**src/rtl/dft_bin_sweeper.sv**
```systemverilog
// dft_bin_sweeper: sweeps every bin per sample into leaky sin/cos accumulators.
// DFT_SWEEP_SATURATE_EN clamps accumulator updates; by default they wrap.
module dft_bin_sweeper #(
  parameter int N = 16,
  parameter int BINS = 24,
  parameter int ACC_W = 24,
  parameter int DECAY_SHIFT = 4
) (
  input  logic                      clk,
  input  logic                      rst,
  input  logic signed [N-1:0]       sample_in,
  input  logic                      sample_valid,
  output logic                      sample_ready,
  output logic [$clog2(BINS)-1:0]   lut_bin,
  output logic                      lut_incr,
  input  logic signed [N-1:0]       sin_val,
  input  logic signed [N-1:0]       cos_val,
  output logic                      res_valid,
  output logic [$clog2(BINS)-1:0]   res_bin,
  output logic signed [ACC_W-1:0]   res_re,
  output logic signed [ACC_W-1:0]   res_im
);
  localparam int BW = $clog2(BINS);
  typedef enum logic [1:0] {IDLE, SWEEP, DRAIN} state_t;
  state_t state, state_n;
  logic [BW-1:0] cnt, cnt_n, p_bin;
  logic signed [N-1:0] s;
  logic signed [2*N-1:0] m_re, m_im;
  logic signed [N:0] p_re, p_im;
  logic p_v;
  logic signed [ACC_W-1:0] acc_re [BINS];
  logic signed [ACC_W-1:0] acc_im [BINS];
  logic signed [ACC_W-1:0] n_re, n_im;
  // Two guard bits absorb acc + p - acc/2^D before the wrap or clamp
  function automatic logic signed [ACC_W-1:0] upd(input logic signed [ACC_W-1:0] a,
                                                  input logic signed [N:0] p);
    logic signed [ACC_W+1:0] sum;
    sum = (ACC_W+2)'(a) + (ACC_W+2)'(p) - (ACC_W+2)'(a >>> DECAY_SHIFT);
`ifdef DFT_SWEEP_SATURATE_EN
    return (sum[ACC_W+1:ACC_W-1] == {3{sum[ACC_W+1]}}) ? sum[ACC_W-1:0]
         : {sum[ACC_W+1], {(ACC_W-1){~sum[ACC_W+1]}}};
`else
    return sum[ACC_W-1:0];
`endif
  endfunction
  always_comb begin
    state_n = state;
    cnt_n = '0;
    case (state)
      IDLE:  state_n = sample_valid ? SWEEP : IDLE;
      SWEEP: begin
        state_n = (cnt == BW'(BINS-1)) ? DRAIN : SWEEP;
        cnt_n = (cnt == BW'(BINS-1)) ? '0 : cnt + 1'b1;
      end
      DRAIN: begin
        state_n = cnt[0] ? IDLE : DRAIN;
        cnt_n = cnt[0] ? '0 : cnt + 1'b1;
      end
      default: state_n = IDLE;
    endcase
  end
  assign sample_ready = state == IDLE;
  assign lut_incr = state == SWEEP;
  assign lut_bin = lut_incr ? cnt : '0;
  assign m_re = s * cos_val;
  assign m_im = s * sin_val;
  assign n_re = upd(acc_re[p_bin], p_re);
  assign n_im = upd(acc_im[p_bin], p_im);
  always_ff @(posedge clk) begin
    if (rst) begin
      state <= IDLE;
      cnt <= '0;
      s <= '0;
      p_v <= 1'b0;
      p_bin <= '0;
      p_re <= '0;
      p_im <= '0;
      res_valid <= 1'b0;
      res_bin <= '0;
      res_re <= '0;
      res_im <= '0;
      for (int i = 0; i < BINS; i++) begin
        acc_re[i] <= '0;
        acc_im[i] <= '0;
      end
    end else begin
      state <= state_n;
      cnt <= cnt_n;
      if (sample_valid && sample_ready) s <= sample_in;
      p_v <= lut_incr;
      p_bin <= lut_bin;
      p_re <= m_re[2*N-1:N-1];
      p_im <= m_im[2*N-1:N-1];
      res_valid <= p_v;
      if (p_v) begin
        acc_re[p_bin] <= n_re;
        acc_im[p_bin] <= n_im;
        res_bin <= p_bin;
        res_re <= n_re;
        res_im <= n_im;
      end
    end
  end
endmodule
```
**config.mk**
```make
export PLATFORM = sky130hd
export DESIGN_NAME = dft_bin_sweeper
export DESIGN_NICKNAME = d
export VERILOG_FILES = /design/src/rtl/dft_bin_sweeper.sv
export SDC_FILE = /design/constraint.sdc
export NUM_CORES = 2
export LEC_CHECK = 0
export CELL_PAD_IN_SITES_DETAIL_PLACEMENT = 1
export CELL_PAD_IN_SITES_GLOBAL_PLACEMENT = 2
export CORE_MARGIN = 8
export CORE_UTILIZATION = 35
export CTS_CLUSTER_SIZE = 8
export DETAILED_ROUTE_END_ITERATION = 7
export GPL_TIMING_DRIVEN = 1
export PLACE_DENSITY_LB_ADDON = 0.1
export SYNTH_ARGS = -nofsm -noshare
export SYNTH_HDL_FRONTEND = slang
export SYNTH_SLANG_ARGS = --single-unit
```
**constraint.sdc**
```tcl
create_clock -name clk -period 8.7 [get_ports clk]
set_input_delay 1.305 -clock clk [delete_from_list [all_inputs] [get_ports clk]]
set_output_delay 1.305 -clock clk [all_outputs]
set_load 0.01 [all_outputs]
```
==> impl_metrics.env <==
export IMPL_gp_congestion=0.783
export IMPL_yosys_warnings=0
export IMPL_synth_edf_count=1536
export IMPL_power_density_mw_per_mm2=311
export IMPL_worst_slew_pin_slew_ns=1.25
export IMPL_setup_slack_ns=1.33
export IMPL_num_vias=56167
export IMPL_finalSetupTns_ns=0
export IMPL_clockRootBuffer="clkbuf_16"
export IMPL_fp_dieH_um=521
export IMPL_drv_cap=0
export IMPL_synth_area_leader_cell="edfxtp_1"
export IMPL_arrival_ns=8.04
export IMPL_ant_nets=0
export IMPL_fin_nets=7704
export IMPL_hold_viol=0
export IMPL_syn_cell_area_mm2=0.0894
export IMPL_clock_insertion_delay_worst_skew_ns=0.87
export IMPL_grtUsageTotal=0.239
export IMPL_drt_iter0_drc=4887
export IMPL_clock_sinks=1653
export IMPL_wire_per_inst_um=31.2
export IMPL_drc_errors=0
export IMPL_fin_crit_sh=0.847
export IMPL_cts_setup_buffers=0
export IMPL_yosys_cell_count_top_type="edfxtp_1"
export IMPL_hp_class="flip-flop to flip-flop"
export IMPL_area_delta_synth_final_pct=14.7
export IMPL_grt_setup_unrepaired="false"
export IMPL_ys_ff_latch=1653
export IMPL_max_clock_path_buffers=3
export IMPL_grt_max_degree=66
export IMPL_grt_pass1_wl_um=464000
export IMPL_dp_cells=10007
export IMPL_postLayoutCellArea_mm2=0.103
export IMPL_vias_per_cell=5.40
export IMPL_port_buffers=111
export IMPL_start_util=0.352
export IMPL_io_pin_count=112
export IMPL_fp_dieArea_mm2=0.272
export IMPL_grt_pass1_vias=61087
export IMPL_synth_distinct_cells=78
export IMPL_finClkSkew_ns=0.0712
export IMPL_place_ws_ns=0.422
export IMPL_place_area_mm2=0.0959
export IMPL_row_count=185
export IMPL_p_leak_nw=39.9
export IMPL_antenna_found_initial=5
export IMPL_status="finished clean"
export IMPL_numCtsBuffers=228
export IMPL_postSynthCellCount=6752
export IMPL_setup_viol=0
export IMPL_cp_start_kind="primary input"
export IMPL_async_reset_ff_frac=0
export IMPL_overflow=0
export IMPL_dr_pass1_iters=5
export IMPL_synth_top_area_share=0.516
export IMPL_cts_resized_gates=0
export IMPL_htree_num_levels=4
export IMPL_finalMaxSlewViolations=0
export IMPL_seq_area_frac_synth=0.542
export IMPL_syn_area_per_cell_um2=13.2
export IMPL_core_area_mm2=0.254
export IMPL_slew_headroom=0.162
export IMPL_clk_pin_slew_ns=0.05
export IMPL_layout_drive_gt1_share=0.144
export IMPL_required_ns=9.37
export IMPL_worst_path_max_fanout=14
export IMPL_crit_type="primary input to flip-flop"
export IMPL_clock_fmax_ghz=0.136
export IMPL_cts_tree="built"
export IMPL_ys_flop_type="edfxtp_1"
export IMPL_postCtsHoldBufs=0
export IMPL_synth_nets=7585
export IMPL_dpl_hpwl_um=200000
export IMPL_instances_no_fill=10397
export IMPL_synthTopCellsByArea="edfxtp_1, fa_1, mux4_2, nor2_1, inv_1"
export IMPL_cp_end_kind="flip-flop"
export IMPL_min_period_ns=7.37
export IMPL_synth_cells_most_frequent="edfxtp_1, nor2_1, inv_1, fa_1, mux4_2"
export IMPL_totalWireLength_um=325000
export IMPL_die_width_um=521
export IMPL_irDropWorstVdd_mv=0.291
stage by stage:
step / utilization / power [W] / hold slack, ns
after detailed placement: 0.377 / 0.0237 / 0.463
after global routing: 0.403 / 0.0338 / 0.496
after global placement: 0.377 / 0.0235 / 0.459
after floorplan: - / 0.0183 / 0.474
final: 0.403 / 0.0319 / 0.470
after CTS: 0.403 / 0.0323 / 0.474
state kept, by name (all words and copies together) (netlist names):
signal     count
p_re          17
cnt            5
s             16
p_im          17
p_v            1
res_im        24
res_re        24
res_bin        5
p_bin          5
res_valid      1
acc_im       768
acc_re       768
state          2
critical path, stage by stage:
cell,delay (ns)
clkdlybuf4s50_1,1.12
nand2_1,0.19
fa_1,0.57
inv_1,0.05
fa_1,0.48
fa_1,0.60
fa_1,0.44
fa_1,0.55
fa_1,0.46
ha_1,0.38
a222oi_1,0.30
nand2_1,0.12
a21o_1,0.19
a41oi_1,0.54
o211ai_1,0.26
a21boi_0,0.26
xor2_1,0.17
nor2_1,0.06
where the power goes:
group | total, W | switching (W) | internal, W
Sequential | 0.0104 | 0.000197 | 0.0102
Clock | 0.00845 | 0.00353 | 0.00492
Combinational | 0.0130 | 0.00925 | 0.00378
layer usage:
metal | wire length [µm] | up-vias | track usage
li1 | - | 23406 | -
met1 | 139000 | 30584 | 0.324
met2 | 159000 | 1711 | 0.407
met3 | 17700 | 466 | 0.0318
met4 | 8450 | 0 | 0.0600
met5 | 0 | - | 0
cells in the final DEF, fill, tap and decap left out, drive strengths merged, types with 7 or more instances in the layout:
cell type / netlist / final
a211oi: 12 / 12
a21o: 38 / 38
a21oi: 104 / 104
a221oi: 8 / 8
a22o: 160 / 160
a22oi: 25 / 25
a31oi: 8 / 8
and2: 262 / 262
and3: 25 / 25
buf: 109 / 242
clkbuf: 354 / 367
clkdlybuf4s50: 0 / 110
clkinv: 1 / 16
dfxtp: 117 / 117
edfxtp: 1536 / 1536
fa: 568 / 568
ha: 214 / 214
inv: 786 / 790
mux2i: 17 / 17
mux4: 384 / 384
nand2: 371 / 371
nand2b: 14 / 14
nand3: 20 / 20
nand4: 10 / 10
nor2: 1316 / 1316
nor2b: 11 / 11
nor3: 17 / 17
nor4: 42 / 42
o21a: 15 / 15
o21ai: 30 / 30
o21bai: 11 / 11
or2: 7 / 7
xnor2: 53 / 53
xor2: 37 / 37
logic make-up (layout without fill, tap and decap cells):
logic type | Yosys count | count (layout) | synth area share
fa+ha+maj | 782 | 782 | 0.157
other cells | 0 | 2 | 0
flops | 1653 | 1653 | 0.542
compound gates | 465 | 465 | 0.0385
mux | 402 | 402 | 0.0989
buf+inv | 1250 | 1527 | 0.0538
simple gates | 2110 | 2110 | 0.100
xor+xnor | 90 | 90 | 0.00915
path summary, 6_finish.rpt:
check                                from                       end  slack, ns  depth (start not counted)
setup / recovery               sin_val[7]       p_im[14]$_SDFF_PP0_       1.33                         18
hold / removal    res_re[13]$_SDFFE_PP0P_   res_re[13]$_SDFFE_PP0P_       0.47                          2
setup reg to reg      p_bin[0]$_SDFF_PP0_  acc_im[31][19]$_DFFE_PP_       1.34                         20
hold reg to reg   res_re[13]$_SDFFE_PP0P_   res_re[13]$_SDFFE_PP0P_       0.47                          2
area by class of cell:
type                            instances  area [µm²]
Antenna cell                            2        5.00
Clock buffer                          367        6290
Clock inverter                         21         359
Fill cell                           25989      152000
Inverter                              787        2960
Multi-Input combinational cell       3849       37000
Sequential cell                      1653       48500
Tap cell                             3366        4210
Timing Repair Buffer                  352        3260
(Power assumes the default switching activity.)
